**src/rtl/grid_position_tracker.sv**
```systemverilog
// rtl/grid_position_tracker.sv - maps a pixel (x,y) to a grid cell by iterative per-axis subtraction.
// Optional build macro POS_CLAMP_EN: clamp out-of-grid axes instead of reporting sentinel COLS/ROWS.
module grid_position_tracker #(
  parameter int COORD_W  = 10,
  parameter int ORIGIN_X = 240,
  parameter int ORIGIN_Y = 60,
  parameter int CELL_W   = 20,
  parameter int CELL_H   = 20,
  parameter int COLS     = 10,
  parameter int ROWS     = 20,
  parameter int CW       = $clog2(COLS + 1),
  parameter int RW       = $clog2(ROWS + 1)
) (
  input  logic               clk,
  input  logic               rst,
  input  logic               in_valid,
  output logic               in_ready,
  input  logic [COORD_W-1:0] x,
  input  logic [COORD_W-1:0] y,
  output logic               out_valid,
  input  logic               out_ready,
  output logic [CW-1:0]      col,
  output logic [RW-1:0]      row,
  output logic               oob
);

  localparam logic [COORD_W-1:0] ORIGIN_X_C = COORD_W'(ORIGIN_X);
  localparam logic [COORD_W-1:0] ORIGIN_Y_C = COORD_W'(ORIGIN_Y);
  localparam logic [COORD_W-1:0] CELL_W_C   = COORD_W'(CELL_W);
  localparam logic [COORD_W-1:0] CELL_H_C   = COORD_W'(CELL_H);
  localparam logic [CW-1:0]      COLS_C     = CW'(COLS);
  localparam logic [RW-1:0]      ROWS_C     = RW'(ROWS);

  typedef enum logic [1:0] {IDLE, RUN, DONE} state_t;

  state_t               state;
  logic [COORD_W-1:0]   dx;
  logic [COORD_W-1:0]   dy;
  logic                 below_x;
  logic                 below_y;
  logic [CW-1:0]        col_cnt;
  logic [RW-1:0]        row_cnt;

  logic                 step_x;
  logic                 step_y;
  logic                 oob_x;
  logic                 oob_y;
  logic [CW-1:0]        col_res;
  logic [RW-1:0]        row_res;

  // A counter that reached COLS/ROWS means the remainder still covered the grid: beyond range.
  always_comb begin
    step_x = !below_x && (dx >= CELL_W_C) && (col_cnt < COLS_C);
    step_y = !below_y && (dy >= CELL_H_C) && (row_cnt < ROWS_C);
    oob_x  = below_x || (col_cnt == COLS_C);
    oob_y  = below_y || (row_cnt == ROWS_C);
`ifdef POS_CLAMP_EN
    col_res = below_x ? '0 : ((col_cnt == COLS_C) ? CW'(COLS - 1) : col_cnt);
    row_res = below_y ? '0 : ((row_cnt == ROWS_C) ? RW'(ROWS - 1) : row_cnt);
`else
    col_res = oob_x ? COLS_C : col_cnt;
    row_res = oob_y ? ROWS_C : row_cnt;
`endif
  end

  always_ff @(posedge clk or posedge rst) begin
    if (rst) begin
      state     <= IDLE;
      in_ready  <= 1'b1;
      out_valid <= 1'b0;
      dx        <= '0;
      dy        <= '0;
      below_x   <= 1'b0;
      below_y   <= 1'b0;
      col_cnt   <= '0;
      row_cnt   <= '0;
      col       <= '0;
      row       <= '0;
      oob       <= 1'b0;
    end else begin
      case (state)
        IDLE: begin
          if (in_valid) begin
            dx       <= x - ORIGIN_X_C;
            dy       <= y - ORIGIN_Y_C;
            below_x  <= x < ORIGIN_X_C;
            below_y  <= y < ORIGIN_Y_C;
            col_cnt  <= '0;
            row_cnt  <= '0;
            in_ready <= 1'b0;
            state    <= RUN;
          end
        end
        RUN: begin
          if (step_x) begin
            dx      <= dx - CELL_W_C;
            col_cnt <= col_cnt + 1'b1;
          end
          if (step_y) begin
            dy      <= dy - CELL_H_C;
            row_cnt <= row_cnt + 1'b1;
          end
          if (!step_x && !step_y) begin
            col       <= col_res;
            row       <= row_res;
            oob       <= oob_x || oob_y;
            out_valid <= 1'b1;
            state     <= DONE;
          end
        end
        DONE: begin
          if (out_ready) begin
            out_valid <= 1'b0;
            in_ready  <= 1'b1;
            state     <= IDLE;
          end
        end
        default: begin
          out_valid <= 1'b0;
          in_ready  <= 1'b1;
          state     <= IDLE;
        end
      endcase
    end
  end

endmodule

```
**config.mk**
```make
export PLATFORM = sky130hd
export DESIGN_NAME = grid_position_tracker
export DESIGN_NICKNAME = d
export VERILOG_FILES = /design/src/rtl/grid_position_tracker.sv
export SDC_FILE = /design/constraint.sdc
export NUM_CORES = 1
export LEC_CHECK = 0
export CORE_MARGIN = 4
export CORE_UTILIZATION = 49
export DETAILED_ROUTE_END_ITERATION = 8
export HOLD_SLACK_MARGIN = 0.08
export PLACE_DENSITY = 0.76
export SLEW_MARGIN = 20
export SYNTH_ARGS = -nofsm -noshare
export SYNTH_HDL_FRONTEND = slang
export SYNTH_SLANG_ARGS = --single-unit
```
**constraint.sdc**
```tcl
create_clock -name clk -period 1.7 [get_ports clk]
set_input_delay 0.17 -clock clk [delete_from_list [all_inputs] [get_ports clk]]
set_output_delay 0.17 -clock clk [all_outputs]
set_load 0.1 [all_outputs]
```
---- Word level (Yosys, flattened, before mapping) ----
Cells that the tools add are included.
storage, ports and cells
  word-level logic and storage cells ...... 80
  flip-flop bits (word level) ............. 45
  output and inout port bits .............. 12
  input bits .............................. 24
cells by class
  equality and inequality tests ........... 9
  bitwise gates (word level) .............. 2
  muxes and demuxes ....................... 24
  $add $sub $neg .......................... 6
  magnitude comparators ................... 6
  reduce and logical (&&, ||, !) cells .... 21
operators by type and width
  operator                                                                        count
  10-bit 2-to-1 mux                                                               4
  10-bit case mux with 2 select lines                                             2
  10-bit by 5-bit >= comparator with 1-bit output (second input constant)         2
  10-bit by 5-bit subtractor with 10-bit output (second input constant)           2
  5-bit 2-to-1 mux                                                                3
  3-bit AND reduction                                                             5
  4-bit 2-to-1 mux                                                                3
  10-bit by 6-bit less-than comparator with 1-bit output (second input constant)  1
  10-bit by 8-bit less-than comparator with 1-bit output (second input constant)  1
  2-bit inequality test (second input constant)                                   5
  5-bit case mux with 2 select lines                                              1
  10-bit by 6-bit subtractor with 10-bit output (second input constant)           1
  10-bit by 8-bit subtractor with 10-bit output (second input constant)           1
  4-bit case mux with 2 select lines                                              1
  2-bit 2-to-1 mux                                                                3
  1-bit case mux with 3 select lines                                              2
  2-bit case mux with 3 select lines                                              1
  5-bit by 1-bit adder with 5-bit output (second input constant)                  1
  5-bit == test (second input constant)                                           1
  1-bit logical AND                                                               5
  5-bit less-than comparator (second input constant)                              1
  4-bit by 1-bit adder with 4-bit output (second input constant)                  1
  4-bit == test (second input constant)                                           1
  1-bit zero test                                                                 4
  other kinds (9)                                                                 16

---- Logic depth before layout (Yosys ltp) ----
Gate-level depths: netlist of the first run.
  depth in word-level cells ............... 7
  gate-level depth with buffers ........... 8
  depth with buffers taken out ............ 7

---- Least setup slack after synthesis of the first run ----
Ideal clock, no wire load.
  path kind ............................... register to register
  start point ............................. register dy[5]
  end point ............................... register row[3]
  arrival ................................. 1727 ps
  library setup time ...................... 128 ps
  slack ................................... -155 ps
  clock period less this slack ............ 1855 ps
  cell stages (with the launch flop) ...... 7
  path through ............................ dfrtp_1 -> or4_4 -> nor4_4 -> o221ai_2 -> buf_2 -> nand2_1 -> o31ai_1
between the ends
  cells in the longest elaborated chain, start to end .. 6
ends and longest elaborated chain
  element                                          line  source
  start: declaration                               38    logic [COORD_W-1:0] dy;
  start signal: assignment                         85    dy <= y - ORIGIN_Y_C;
  start signal: assignment                         100   dy <= dy - CELL_H_C;
  10-bit by 5-bit >= comparator with 1-bit output  54    step_y = !below_y && (dy >= CELL_H_C) && (row_cnt < ROWS_C);
  1-bit logical AND (2 in a row)                   54
  1-bit zero test                                  103   if (!step_x && !step_y) begin
  1-bit logical AND                                103
  2-bit AND reduction (no source line)             --
  end signal: assignment                           105   row <= row_res;
  end: declaration                                 23    output logic [RW-1:0] row,
Every way passes these cells.
A chain may end at the register's enable or synchronous reset.

---- Worst setup path after layout of the first run ----
  start point ............................. register dy[5]
  end point ............................... register col[0]
between the ends
  cells in the longest elaborated chain, start to end .. 6
ends and longest elaborated chain
  element                                          line  source
  10-bit by 5-bit >= comparator with 1-bit output  54
  1-bit logical AND (2 in a row)                   54
  1-bit zero test                                  103
  1-bit logical AND                                103
  2-bit AND reduction (no source line)             --
  end signal: assignment                           104   col <= col_res;
  end: declaration                                 22    output logic [CW-1:0] col,
Every way passes these cells.

==> impl_metrics.py, run 1 <==
metrics = {
    "drt": {
        "drt_wl_total_mm": 6.490,
        "drt_first_pass_iters": 4,
        "drt_first_iter_violations": 125,
        "route.detailed.drc": 0,
        "detail_route.wl_per_cell_um": 15.16,
        "drt-vias-per-instance": 5.645,
        "vias": 2416,
        "final_antenna_net_count": 0,
    },
    "clock_network": {
        "clock-root-buffer": "clkbuf_8",
        "tritoncts": "built",
        "holdBufCountCts": 0,
        "ctsLongestPathBuffers": 2,
        "ctsHtreeMaxLevel": 2,
        "clock-sinks": 45,
        "cts_buffers": 5,
        "clk_latency_ps": 300,
        "clkTransAtPathRegs_ps": 90,
    },
    "logic_synthesis": {
        "ys.flop_type": "dfrtp_1",
        "syn-cell-area_um2": 2546,
        "synth_top_area_share_pct": 43.24,
        "synth_edf_count": 0,
        "ys_seq_area_share_pct": 44.28,
        "ys_seq_elements": 45,
        "synthCells": 284,
        "synth_fp_nets": 318,
        "synth_top_area_cell": "dfrtp_1",
        "ys_types": 50,
        "async_flop_share_pct": 100.0,
        "netlist_top_cells_area": "dfrtp_1, nand2_1, ha_1",
        "yosysWarnings": 0,
        "synth.avg_cell_area_um2": 8.965,
    },
    "floorplanning": {
        "num_rows": 25,
        "coreArea_um2": 4880,
        "dieHeight_um": 80.09,
        "die_x_um": 80.09,
        "dieArea_um2": 6414,
        "io_pins": 36,
        "start_util_pct": 52.18,
    },
    "power_and_ir_drop": {
        "max-vdd-ir-drop_uv": 1083,
        "leakagePower_nw": 1.575,
        "power.density_nw_per_um2": 2280,
    },
    "grt": {
        "grt_max_degree": 46,
        "grt_first_pass_wirelength_mm": 10.21,
        "grt_util_all_layers_pct": 20.39,
        "top_usage_layer": "met2",
        "grt_pass1_vias": 2277,
        "antenna_found_initial": 0,
        "grt-ovfl-total": 0,
        "grt_util_met1_pct": 24.77,
        "use_met2_pct": 35.02,
        "use_met3_pct": 3.700,
    },
    "finish": {
        "drive_above_1_share_pct": 31.30,
        "post-route-util_pct": 73.59,
        "nets": 394,
        "syn_to_final_growth_pct": 41.03,
        "diodes": 0,
    },
    "outcome": {
        "outcome": "finished with violations",
        "violations": "negative setup slack",
    },
    "timing": {
        "rsz0062_at_grt": "true",
        "final.period_utilization_pct": 109.9,
        "fin_tns_setup_ps": -2753,
        "slew-limit-headroom_pct": 71.75,
        "maxClockFrequency_mhz": 535.2,
        "fin_ws_ps": -168.4,
        "hold_ws_ps": 211.9,
        "drv_slew": 0,
        "setup_viol": 31,
        "period_needed_ps": 1868,
        "fin_skew_ps": 3.706,
        "worst_slew_pin_slew_ps": 421.9,
        "hold_viol": 0,
    },
    "place": {
        "dpl.hpwl_mm": 4.451,
        "gp_congestion": 0.8193,
        "portBuffers": 35,
    },
    "worst_setup_path": {
        "crit_required_ps": 1920,
        "crit_type": "flop to flop",
        "cp.arrival_ps": 2090,
        "critPathLaunchType": "flop",
        "cp_max_fo": 22,
        "reg2reg_depth": 5,
        "crit_path_end_kind": "flop",
    },
    "hold_path": {
        "hold_path_class": "primary input to asynchronous set/reset pin",
    },
    "job": {
        "maxCapViolations": 0,
    },
}
-- stage by stage --
step	cell area, um^2	power (W)	worst slack [ps]	instances
floorplan	2571	0.005030	-148.1	284
global placement	3248	0.006304	-143.4	414
detailed placement	3248	0.006445	-186.5	414
CTS	3457	0.007566	-142.0	424
global route	3591	0.008750	-234.5	428
finish	3591	0.008186	-168.4	428
-- worst max-delay path, stage by stage, from the launching register on --
cell      delay [ps]
dfrtp_1          380
or4_4            570
nor4_4           250
o221ai_2         180
buf_12           180
o31ai_2          210
-- cells in the final DEF (no fill, tap or decap), types with 6 or more instances in the layout --
cell type	count
xnor2_1	7
a21oi_1	13
a21oi_2	6
ha_1	9
nand2_1	43
inv_1	8
clkbuf_8	6
o21ai_0	9
nand2_2	6
dfrtp_1	44
clkdlybuf4s50_1	23
buf_4	48
nor2_1	22
o21ai_1	16
-- sequential cells by signal, summed over array words and instances (netlist names), 2 cells and up --
signal   flops
col_cnt      4
row          5
dx          10
col          4
dy          10
state        2
row_cnt      5
-- path summary, 6_finish.rpt --
check | start | end | slack [ps]
setup / recovery | dy[5] | col[0] | -170
hold / removal | rst | col[1] | 210
setup reg to reg | dy[5] | col[0] | -170
hold reg to reg | dy[0] | dy[0] | 490
max in group asynchronous | rst | in_ready | 1220
min in group clk | y[0] | dy[0] | 390
-- cells in the mapped netlist, types with 5 or more instances --
cell type	count
o21ai_1	14
clkbuf_1	6
inv_1	11
nor2_1	25
ha_1	10
nor2b_1	5
o21ai_0	17
xnor2_1	7
a41oi_1	5
nand2_1	49
nand3_1	5
a21oi_1	19
dfrtp_1	44
nor3_1	6
-- kinds of logic after synthesis --
logic type	after synthesis	share of synthesized area (%)
mux	2	0.7863
flops	45	44.28
simple gates	112	22.11
compound gates	83	20.74
xor+xnor	11	3.784
fa+ha+maj	10	4.914
buf+inv	21	3.391
-- power by group --
part | internal [W] | switching (W)
clock | 0.000478 | 0.000376
sequential | 0.00160 | 0.000388
combinational | 0.00218 | 0.00316
-- cell type report --
| class | instances | area, um^2 |
|---|---|---|
| clock buffer | 6 | 82.58 |
| clock inverter | 2 | 37.54 |
| fill | 367 | 1289 |
| inverter | 11 | 41.29 |
| multi-input combinational | 219 | 1523 |
| sequential | 45 | 1127 |
| tap | 67 | 83.83 |
| timing repair buffer | 78 | 695.7 |
-- what timing repair did --
action,in CTS,in global routing
pin swaps,6,17
buffers inserted,2,3
gates cloned,0,2
setup endpoints to repair,36,38
gates resized for setup,17,34
-- per-layer routing --
layer | wire (um) | share of wire [%]
met1 | 2731 | 42
met2 | 3284 | 51
met3 | 350 | 5.4
met4 | 124 | 1.9
met5 | 0 | 0
Note: power is estimated with default switching activity, not from simulation.
==> run 2, diff against run 1 <==
--- a/config.mk
+++ b/config.mk
@@ -5,7 +5,6 @@
 export SDC_FILE = /design/constraint.sdc
 export NUM_CORES = 1
 export LEC_CHECK = 0
-export CORE_MARGIN = 4
 export CORE_UTILIZATION = 49
 export DETAILED_ROUTE_END_ITERATION = 8
 export HOLD_SLACK_MARGIN = 0.08
==> run 2 against run 1 <==
The run still ends with negative setup slack left. Die area shrank 14%. Clock-buffer cell count shrank 1. Maximum frequency shrank 1.8%. Sequential power is essentially flat. Combinational power grew 7.1%. Register-to-register slack lost 30 ps. Via count grew 0.99%. Critical path depth is the same. Worst hold slack lost 78 ps.
==> impl_metrics.py, run 2 (synthesis gave the netlist of run 1 again) <==
metrics = {
    "outcome": {
        "outcome": "finished with violations",
        "violations": "negative setup slack",
    },
    "floorplanning": {
        "coreArea_um2": 4848,
        "die_x_um": 74.09,
        "start_util_pct": 52.52,
        "dieHeight_um": 74.09,
        "io_pins": 36,
        "dieArea_um2": 5489,
        "num_rows": 25,
    },
    "power_and_ir_drop": {
        "power.density_nw_per_um2": 2286,
        "max-vdd-ir-drop_uv": 1172,
        "leakagePower_nw": 1.626,
    },
    "finish": {
        "nets": 402,
        "final_cell_area_um2": 3747,
        "diodes": 0,
        "instances_no_fill": 436,
        "fillerInstances": 320,
        "drive_above_1_share_pct": 35.50,
        "layout_commonest_cell": "buf_4",
        "reg_top3": "dx (10), dy (10)",
        "syn_to_final_growth_pct": 47.17,
        "layout_common_cells": "buf_4, dfrtp_1, nand2_1",
    },
    "timing": {
        "period_needed_ps": 1902,
        "maxClockFrequency_mhz": 525.7,
        "setup_viol": 28,
        "fin_skew_ps": 4.848,
        "slew-limit-headroom_pct": 69.32,
        "worst_slew_pin_slew_ps": 457.4,
        "final.period_utilization_pct": 111.9,
        "hold_ws_ps": 133.8,
        "fin_ws_ps": -202.4,
        "hold_viol": 0,
        "rsz0062_at_grt": "true",
        "fin_tns_setup_ps": -3804,
        "drv_slew": 0,
    },
    "clock_network": {
        "clkTransAtPathRegs_ps": 90,
        "clock-sinks": 45,
        "ctsLongestPathBuffers": 2,
        "cts_buffers": 5,
        "ctsHtreeMaxLevel": 2,
        "holdBufCountCts": 0,
        "clock-root-buffer": "clkbuf_8",
        "tritoncts": "built",
        "clk_latency_ps": 300,
    },
    "worst_setup_path": {
        "cp_max_fo": 5,
        "critPathLaunchType": "flop",
        "crit_required_ps": 1930,
        "cp.arrival_ps": 2130,
        "crit_type": "flop to flop",
        "crit_path_end_kind": "flop",
    },
    "drt": {
        "detail_route.wl_per_cell_um": 14.97,
        "drt-vias-per-instance": 5.596,
        "dr_wl_met2_mm": 3.118,
        "met3_length_um": 349,
        "final_antenna_net_count": 0,
        "m1WireLength_mm": 2.908,
        "drt_first_iter_violations": 158,
        "route.detailed.drc": 0,
        "top_layer_used": "met4",
        "vias": 2440,
        "drt_wl_total_mm": 6.529,
        "drt_first_pass_iters": 4,
    },
    "grt": {
        "grt_first_pass_wirelength_mm": 9.798,
        "grt_util_all_layers_pct": 23.22,
        "grt-ovfl-total": 0,
        "grt_max_degree": 24,
        "grt_pass1_vias": 2146,
        "antenna_found_initial": 0,
    },
    "place": {
        "placed_cell_area_um2": 3278,
        "dpl.hpwl_mm": 4.179,
        "gp_congestion": 0.8398,
        "portBuffers": 35,
        "dp_cells": 418,
        "dpl_worst_slack_ps": -135.9,
    },
    "hold_path": {
        "hold_path_class": "primary input to asynchronous set/reset pin",
    },
    "job": {
        "maxCapViolations": 0,
    },
}
[run 2: changes by cell type in the layout (fill, tap and decap cells not counted), moves of 3 or more]
cell,before,now
a21oi_1,13,8
a21oi_2,6,11
buf_6,4,9
buf_4,48,51
[run 2: metal layers]
layer  up-vias  GRT usage (%)
met3        16          4.201
met5         -              0
met4         0          7.051
li1       1180              -
met1      1145          31.53
met2        99          37.78
[run 2: timing repair]
action | CTS | global route
hold endpoints to repair | 0 | 0
setup endpoints to repair | 35 | 38
cloned | 1 | 1
buffers inserted | 2 | 8
gates resized for setup | 22 | 52
pin swaps | 6 | 17
[run 2: stage by stage]
step | utilization [%] | power (W)
2_1_floorplan | - | 0.005030
3_3_place_gp | 67.61 | 0.006316
3_5_place_dp | 67.61 | 0.006420
4_1_cts | 72.03 | 0.007550
5_1_grt | 77.29 | 0.009119
6_report | 77.29 | 0.008568
[run 2: critical path, cell delays in order, from the launching register on]
cell and delay (ps):
dfrtp_1 400, or4_4 570, or4_4 460, a21oi_4 230
o21ai_2 80, o21ai_1 80
[run 2: worst paths after layout]
| kind | slack (ps) | startpoint | depth (start not counted) | to |
|---|---|---|---|---|
| worst max-delay path | -200 | dy[6] | 5 | dy[8] |
| worst min-delay path | 130 | rst | 2 | row_cnt[3] |
| worst max register to register | -200 | dy[6] | 5 | dy[8] |
| worst min register to register | 480 | dy[0] | 2 | dy[0] |
| max in group asynchronous | 1040 | rst | 3 | in_ready |
| min in group clk | 400 | y[1] | 3 | dy[1] |
[run 2: power by group]
group / leakage [nW] / switching (W) / internal [W] / total, W
Clock: 0.0543 / 0.000389 / 0.000440 / 0.000829
Sequential: 0.549 / 0.000413 / 0.00160 / 0.00201
Combinational: 1.02 / 0.00335 / 0.00238 / 0.00573
[run 2: cell type report]
type                    instances  area [um^2]  share of cell area, %
clock buffers                   5        68.82                  1.836
repair buffers                 86        774.5                  20.67
flip-flops and latches         45         1127                  30.08
clock inverters                 3        46.29                  1.235
well taps                      67        83.83                  2.237
inverters                      11        41.29                  1.102
multi-input cells             219         1605                  42.84
